<file path="config.mk">
export PLATFORM = sky130hd
export DESIGN_NAME = ofdm_symbol_serializer
export DESIGN_NICKNAME = d
export VERILOG_FILES = /design/src/rtl/ofdm_ser_pkg.sv /design/src/rtl/sample_tick_gen.sv /design/src/rtl/ofdm_symbol_serializer.sv
export SDC_FILE = /design/constraint.sdc
export NUM_CORES = 2
export LEC_CHECK = 0
export CORE_ASPECT_RATIO = 0.7
export CORE_UTILIZATION = 60
export CTS_CLUSTER_SIZE = 28
export DETAILED_ROUTE_END_ITERATION = 8
export DONT_BUFFER_PORTS = 1
export MAX_ROUTING_LAYER = met4
export PLACE_DENSITY_LB_ADDON = 0.05
export SETUP_SLACK_MARGIN = 0.4
export SLEW_MARGIN = 20
export SYNTH_ARGS = -nofsm -noshare
export SYNTH_HDL_FRONTEND = slang
export SYNTH_HIERARCHICAL = 1
export SYNTH_SLANG_ARGS = --single-unit
</file>
<file path="constraint.sdc">
create_clock -name clk -period 48.8 [get_ports clk]
set_input_delay 2.44 -clock clk [delete_from_list [all_inputs] [get_ports clk]]
set_output_delay 2.44 -clock clk [all_outputs]
set_load 0.01 [all_outputs]
</file>
<file path="src/rtl/ofdm_ser_pkg.sv">
// Shared types and helpers for the OFDM symbol serializer.
// Build option: OFDM_SER_TWOS_COMP_EN selects two's-complement output coding.
package ofdm_ser_pkg;

    typedef enum logic [1:0] {
        IDLE = 2'd0,
        CP   = 2'd1,
        DATA = 2'd2
    } ser_state_e;

    function automatic int idx_width(input int n);
        return (n > 1) ? $clog2(n) : 1;
    endfunction

    function automatic int unsigned midscale(input int width);
        return 32'd1 << (width - 1);
    endfunction

endpackage

</file>
<file path="src/rtl/sample_tick_gen.sv">
// Divides clk by CLK_DIV, giving a one-cycle sample tick and a registered
// sample clock that is low for the first half of each sample period.
module sample_tick_gen #(
    parameter int CLK_DIV = 2
) (
    input  logic clk,
    input  logic reset,
    output logic o_tick,
    output logic o_clk
);

    localparam int CW = (CLK_DIV > 1) ? $clog2(CLK_DIV) : 1;
    localparam logic [CW-1:0] LAST = CW'(CLK_DIV - 1);
    localparam logic [CW-1:0] HALF = CW'(CLK_DIV / 2);

    logic [CW-1:0] cnt_q, cnt_d;
    logic          clk_q, clk_d;

    // The tick marks the cycle whose closing edge wraps the counter to 0.
    always_comb begin
        o_tick = (cnt_q == LAST);
        cnt_d  = o_tick ? '0 : cnt_q + 1'b1;
        clk_d  = (cnt_d >= HALF);
    end

    always_ff @(posedge clk) begin
        if (reset) begin
            cnt_q <= '0;
            clk_q <= 1'b0;
        end else begin
            cnt_q <= cnt_d;
            clk_q <= clk_d;
        end
    end

    assign o_clk = clk_q;

endmodule

</file>
<file path="src/rtl/ofdm_symbol_serializer.sv">
// Double-buffered OFDM symbol serializer: cyclic prefix then N samples per symbol.
// Build option: OFDM_SER_TWOS_COMP_EN flips the MSB so midscale reads as zero.
module ofdm_symbol_serializer
    import ofdm_ser_pkg::*;
#(
    parameter int WIDTH   = 10,
    parameter int N       = 64,
    parameter int CP_MAX  = 16,
    parameter int CLK_DIV = 2
) (
    input  logic                           clk,
    input  logic                           reset,
    input  logic                           i_enable,
    input  logic [N*WIDTH-1:0]             i_data,
    input  logic [$clog2(CP_MAX+1)-1:0]    i_cp_len,
    input  logic                           i_valid,
    output logic                           o_ready,
    output logic [WIDTH-1:0]               o_sample,
    output logic                           o_sample_valid,
    output logic                           o_sym_start,
    output logic                           o_underrun,
    output logic                           o_clk
);

    localparam int CPW = $clog2(CP_MAX + 1);
    localparam int IW  = idx_width(N);
    localparam logic [WIDTH-1:0] MID      = WIDTH'(midscale(WIDTH));
    localparam logic [CPW-1:0]   CP_CLAMP = CPW'(CP_MAX);
    localparam logic [IW-1:0]    LAST_IDX = IW'(N - 1);

    ser_state_e state_q, state_d;
    logic [IW-1:0] k_q, k_d;

    logic [N*WIDTH-1:0] stg_mem_q, stg_mem_d;
    logic [CPW-1:0]     stg_cp_q, stg_cp_d;
    logic               stg_full_q, stg_full_d;
    logic               ready_q, ready_d;

    logic [N*WIDTH-1:0] act_mem_q, act_mem_d;
    logic [CPW-1:0]     act_cp_q, act_cp_d;

    logic [WIDTH-1:0] sample_q, sample_d;
    logic             sample_valid_q, sample_valid_d;
    logic             sym_start_q, sym_start_d;
    logic             underrun_q, underrun_d;

    logic             tick;
    logic             load;
    logic             accept;
    logic [WIDTH-1:0] raw;

    function automatic logic [WIDTH-1:0] pick(input logic [N*WIDTH-1:0] mem,
                                              input logic [IW-1:0]      idx);
        return mem[int'(idx)*WIDTH +: WIDTH];
    endfunction

    sample_tick_gen #(
        .CLK_DIV (CLK_DIV)
    ) u_tick (
        .clk    (clk),
        .reset  (reset),
        .o_tick (tick),
        .o_clk  (o_clk)
    );

    always_ff @(posedge clk) begin
        if (reset) begin
            state_q        <= IDLE;
            k_q            <= '0;
            stg_cp_q       <= '0;
            stg_full_q     <= 1'b0;
            ready_q        <= 1'b1;
            act_cp_q       <= '0;
            sample_q       <= MID;
            sample_valid_q <= 1'b0;
            sym_start_q    <= 1'b0;
            underrun_q     <= 1'b0;
        end else begin
            state_q        <= state_d;
            k_q            <= k_d;
            stg_cp_q       <= stg_cp_d;
            stg_full_q     <= stg_full_d;
            ready_q        <= ready_d;
            act_cp_q       <= act_cp_d;
            sample_q       <= sample_d;
            sample_valid_q <= sample_valid_d;
            sym_start_q    <= sym_start_d;
            underrun_q     <= underrun_d;
        end
    end

    // Sample storage carries no reset; the full flag alone says whether it is live.
    always_ff @(posedge clk) begin
        stg_mem_q <= stg_mem_d;
        act_mem_q <= act_mem_d;
    end

    // Leaving IDLE emits the first sample straight from staging, so k starts at 1.
    always_comb begin
        state_d = state_q;
        k_d     = k_q;
        load    = 1'b0;
        if (tick) begin
            case (state_q)
                IDLE: begin
                    if (i_enable && stg_full_q) begin
                        load = 1'b1;
                        if (stg_cp_q == CPW'(1)) begin
                            state_d = DATA;
                            k_d     = '0;
                        end else begin
                            state_d = (stg_cp_q == '0) ? DATA : CP;
                            k_d     = IW'(1);
                        end
                    end
                end
                CP: begin
                    if (k_q == IW'(act_cp_q) - 1'b1) begin
                        state_d = DATA;
                        k_d     = '0;
                    end else begin
                        k_d = k_q + 1'b1;
                    end
                end
                DATA: begin
                    if (k_q == LAST_IDX) begin
                        k_d = '0;
                        if (i_enable && stg_full_q) begin
                            load    = 1'b1;
                            state_d = (stg_cp_q == '0) ? DATA : CP;
                        end else begin
                            state_d = IDLE;
                        end
                    end else begin
                        k_d = k_q + 1'b1;
                    end
                end
                default: state_d = IDLE;
            endcase
        end
    end

    // Accept and transfer never coincide since ready is low whenever staging is full.
    always_comb begin
        accept     = i_valid && ready_q;
        stg_mem_d  = stg_mem_q;
        stg_cp_d   = stg_cp_q;
        stg_full_d = stg_full_q;
        act_mem_d  = act_mem_q;
        act_cp_d   = act_cp_q;
        if (accept) begin
            stg_mem_d  = i_data;
            stg_cp_d   = (i_cp_len > CP_CLAMP) ? CP_CLAMP : i_cp_len;
            stg_full_d = 1'b1;
        end
        if (load) begin
            act_mem_d  = stg_mem_q;
            act_cp_d   = stg_cp_q;
            stg_full_d = 1'b0;
        end
        ready_d = !stg_full_d;
    end

    // CP sample k sits at index N-cp+k, which is k-cp modulo the power-of-two N.
    always_comb begin
        raw         = MID;
        sym_start_d = 1'b0;
        underrun_d  = 1'b0;
        if (tick) begin
            case (state_q)
                IDLE: begin
                    if (load) begin
                        raw         = pick(stg_mem_q, IW'(0) - IW'(stg_cp_q));
                        sym_start_d = 1'b1;
                    end
                end
                CP: begin
                    raw         = pick(act_mem_q, k_q - IW'(act_cp_q));
                    sym_start_d = (k_q == '0);
                end
                DATA: begin
                    raw         = pick(act_mem_q, k_q);
                    sym_start_d = (k_q == '0) && (act_cp_q == '0);
                    underrun_d  = (k_q == LAST_IDX) && i_enable && !stg_full_q;
                end
                default: raw = MID;
            endcase
        end
        sample_valid_d = tick;
`ifdef OFDM_SER_TWOS_COMP_EN
        sample_d = tick ? (raw ^ MID) : sample_q;
`else
        sample_d = tick ? raw : sample_q;
`endif
    end

    assign o_ready        = ready_q;
    assign o_sample       = sample_q;
    assign o_sample_valid = sample_valid_q;
    assign o_sym_start    = sym_start_q;
    assign o_underrun     = underrun_q;

endmodule

</file>
==> impl_metrics.py <==
metrics = {
    "clock_tree": {
        "clk_pin_slew_ns": 0.06,
        "cts.sinks": 1314,
        "post_cts_buffers": 0,
        "postCtsResizedCells": 0,
        "cts_hold_buf": 0,
        "cts_tree": "yes",
        "clk_path_buf_depth": 3,
        "clk_latency_ns": 0.71,
        "cts_buffers": 117,
        "ctsRootBufferMaster": "clkbuf_16",
        "h-tree-depth": 3,
    },
    "die": {
        "start_util": 0.612,
        "pin_count": 664,
        "coreArea_um2": 81200,
        "num_rows": 87,
        "die_w_um": 346,
        "die_h_um": 243,
        "dieArea_um2": 83900,
    },
    "logic_synthesis": {
        "synth-main-ff-cell": "edfxtp_1",
        "synth.area.top_cells": "edfxtp_1, mux4_2, nand2_1, dfxtp_1, mux2i_1",
        "yosysTopAreaCell": "edfxtp_1",
        "synth_edf_count": 1280,
        "synth_nets": 3071,
        "synthArstFlopShare": 0,
        "netlist_area_um2": 49700,
        "synth_top_area_share": 0.774,
        "yosysMostFrequentCell": "edfxtp_1",
        "syn_inst": 2405,
        "netlist_top_cells_count": "edfxtp_1, mux4_2, nand2_1",
        "yosysWarningCount": 6,
        "ys_ff_latch": 1314,
        "synth_area_per_cell_um2": 20.6,
        "synth.distinct_cells": 66,
        "seq_area_frac_synth": 0.788,
    },
    "job": {
        "drv_cap": 0,
    },
    "critical_path": {
        "critPathLaunchType": "primary input",
        "required_ns": 49.14,
        "crit_path_end_kind": "register",
        "worstPathArrival_ns": 5.91,
        "crit_type": "primary input to register",
        "crit_fanout": 115,
        "cp_common_cell": "buf_4",
        "cpPeakStageDelay_ns": 0.86,
        "worstPathCellList": "nand2_1 > inv_8 > buf_4 > buf_4 > buf_4",
        "cpMaxStageDelayCell": "buf_4",
    },
    "global_route": {
        "grt_max_degree": 210,
        "track_usage": 0.296,
        "grt_pass1_wl_um": 169000,
        "overflow": 0,
        "grt_pass1_vias": 23600,
        "antenna_found_initial": 48,
    },
    "pwr": {
        "worst_ir_drop_vdd_mv": 0.0332,
        "power_density_nw_per_um2": 43.5,
        "p_leak_nw": 17.3,
    },
    "sta": {
        "finalSetupViolCount": 0,
        "fmax_mhz": 180,
        "rsz0062_at_grt": "false",
        "worst_slew_margin_rel": 0.268,
        "period_share": 0.114,
        "worstMarginPinSlew_ns": 1.10,
        "post-route-min-period_ns": 5.57,
        "hold_viol": 0,
        "skew_ns": 0.0331,
        "finalSetupTns_ns": 0,
        "maxSlewViolCount": 0,
    },
    "min_path": {
        "min-delay-path-class": "register to register",
    },
    "detailed_routing": {
        "drt_iter0_drc": 2618,
        "vias_per_cell": 6.49,
        "antenna_left": 0,
        "wl_um": 120000,
        "via_count": 23800,
        "drt_pass1_iterations": 5,
        "drc": 0,
        "routedWlPerCell_um": 32.8,
    },
    "cells_and_area": {
        "fill_cells": 5187,
        "post-route-util": 0.677,
        "area_delta_synth_final_pct": 10.8,
        "layout.nets": 3123,
        "drive_above_1_share": 0.203,
    },
    "placement": {
        "port_buffers": 0,
        "hpwl_um": 83200,
        "gp_congestion": 0.897,
    },
    "outcome": {
        "status": "complete, no violations",
    },
}
final cells by class:
type	count	area [um^2]	area share
diodes	40	100	0.00182
clock buffers	136	3040	0.0553
clock inverters	82	927	0.0169
inverters	18	75.1	0.00137
multi-input cells	966	10000	0.182
flip-flops and latches	1314	39100	0.711
well taps	1068	1340	0.0243
repair buffers	40	374	0.00680
report_power, final:
part | total (mW) | leakage [nW] | internal (mW) | switching, mW
Clock | 0.940 | 1.94 | 0.530 | 0.409
Sequential | 1.32 | 12.2 | 1.30 | 0.0234
Combinational | 0.133 | 3.14 | 0.0523 | 0.0807
worst max-delay path, delay by kind of cell:
kind	cells	cell delay (ns)
AND/OR/NAND/NOR	1	0.26
buffers and inverters	4	3.02
metal layers:
layer  wire [um]  global-route usage
met1       45800               0.385
met2       60900               0.477
met3       11200              0.0774
met4        2480              0.0667
met5           0                   -
cells by family (layout without fill, tap and decap cells):
kind of cell	count (synthesis)	after routing	synth area share
buffers and inverters	125	276	0.0124
adders and majority gates	17	17	0.00443
and+or+nand+nor	475	475	0.0437
DFF	1314	1314	0.788
xor gates and xnor gates	11	11	0.00209
AOI/OAI and AO/OA	137	137	0.0189
muxes	326	326	0.131
other	0	40	0
per-stage QoR:
stage | cell area, um^2 | setup slack (ns) | instances | hold WS, ns | total power [mW]
6_report | 55000 | 43.23 | 3664 | 0.412 | 2.39
5_1_grt | 55000 | 42.95 | 3658 | 0.420 | 2.46
4_1_cts | 54900 | 43.16 | 3623 | 0.415 | 2.41
3_5_place_dp | 50900 | 42.40 | 3405 | 0.405 | 1.48
3_3_place_gp | 50900 | 42.56 | 3405 | 0.402 | 1.48
2_1_floorplan | 49700 | 13.13 | 2405 | 0.400 | 1.47
cell usage in the layout (no fill, tap or decap), types with 9 or more instances in the layout:
master	instances
nand2b_1	9
nand3_1	96
nor2_1	47
inv_1	16
clkbuf_1	15
edfxtp_1	1280
dfxtp_1	33
nor3b_1	10
clkinv_2	28
clkinv_1	18
nor3_1	14
mux2_2	9
clkbuf_16	117
nand4_1	24
mux2i_1	60
diode_2	40
a32oi_1	20
ha_1	15
buf_4	34
mux4_2	257
a22oi_1	15
bufinv_16	15
o21ai_0	15
a21oi_1	22
a31oi_1	10
nand2_1	233
registers in the layout (all words and copies together), names as in the netlist, 2 cells and up:
| signal | cells |
|---|---|
| o_sample | 10 |
| k_q | 6 |
| state_q | 2 |
| act_mem_q | 640 |
| act_cp_q | 5 |
| stg_mem_q | 640 |
| stg_cp_q | 5 |
final timing paths:
check,start,to,slack (ns),cells past startpoint
setup / recovery,i_valid,stg_mem_q[180]$_DFFE_PP_,43.23,5
hold / removal,stg_mem_q[142]$_DFFE_PP_,act_mem_q[142]$_DFFE_PN_,0.41,0
setup reg to reg,state_q[0]$_SDFFE_PP0P_,o_sample[8]$_SDFFE_PP0P_,43.60,11
hold reg to reg,stg_mem_q[142]$_DFFE_PP_,act_mem_q[142]$_DFFE_PN_,0.41,0
No activity file was read; power rests on OpenSTA's default activity.
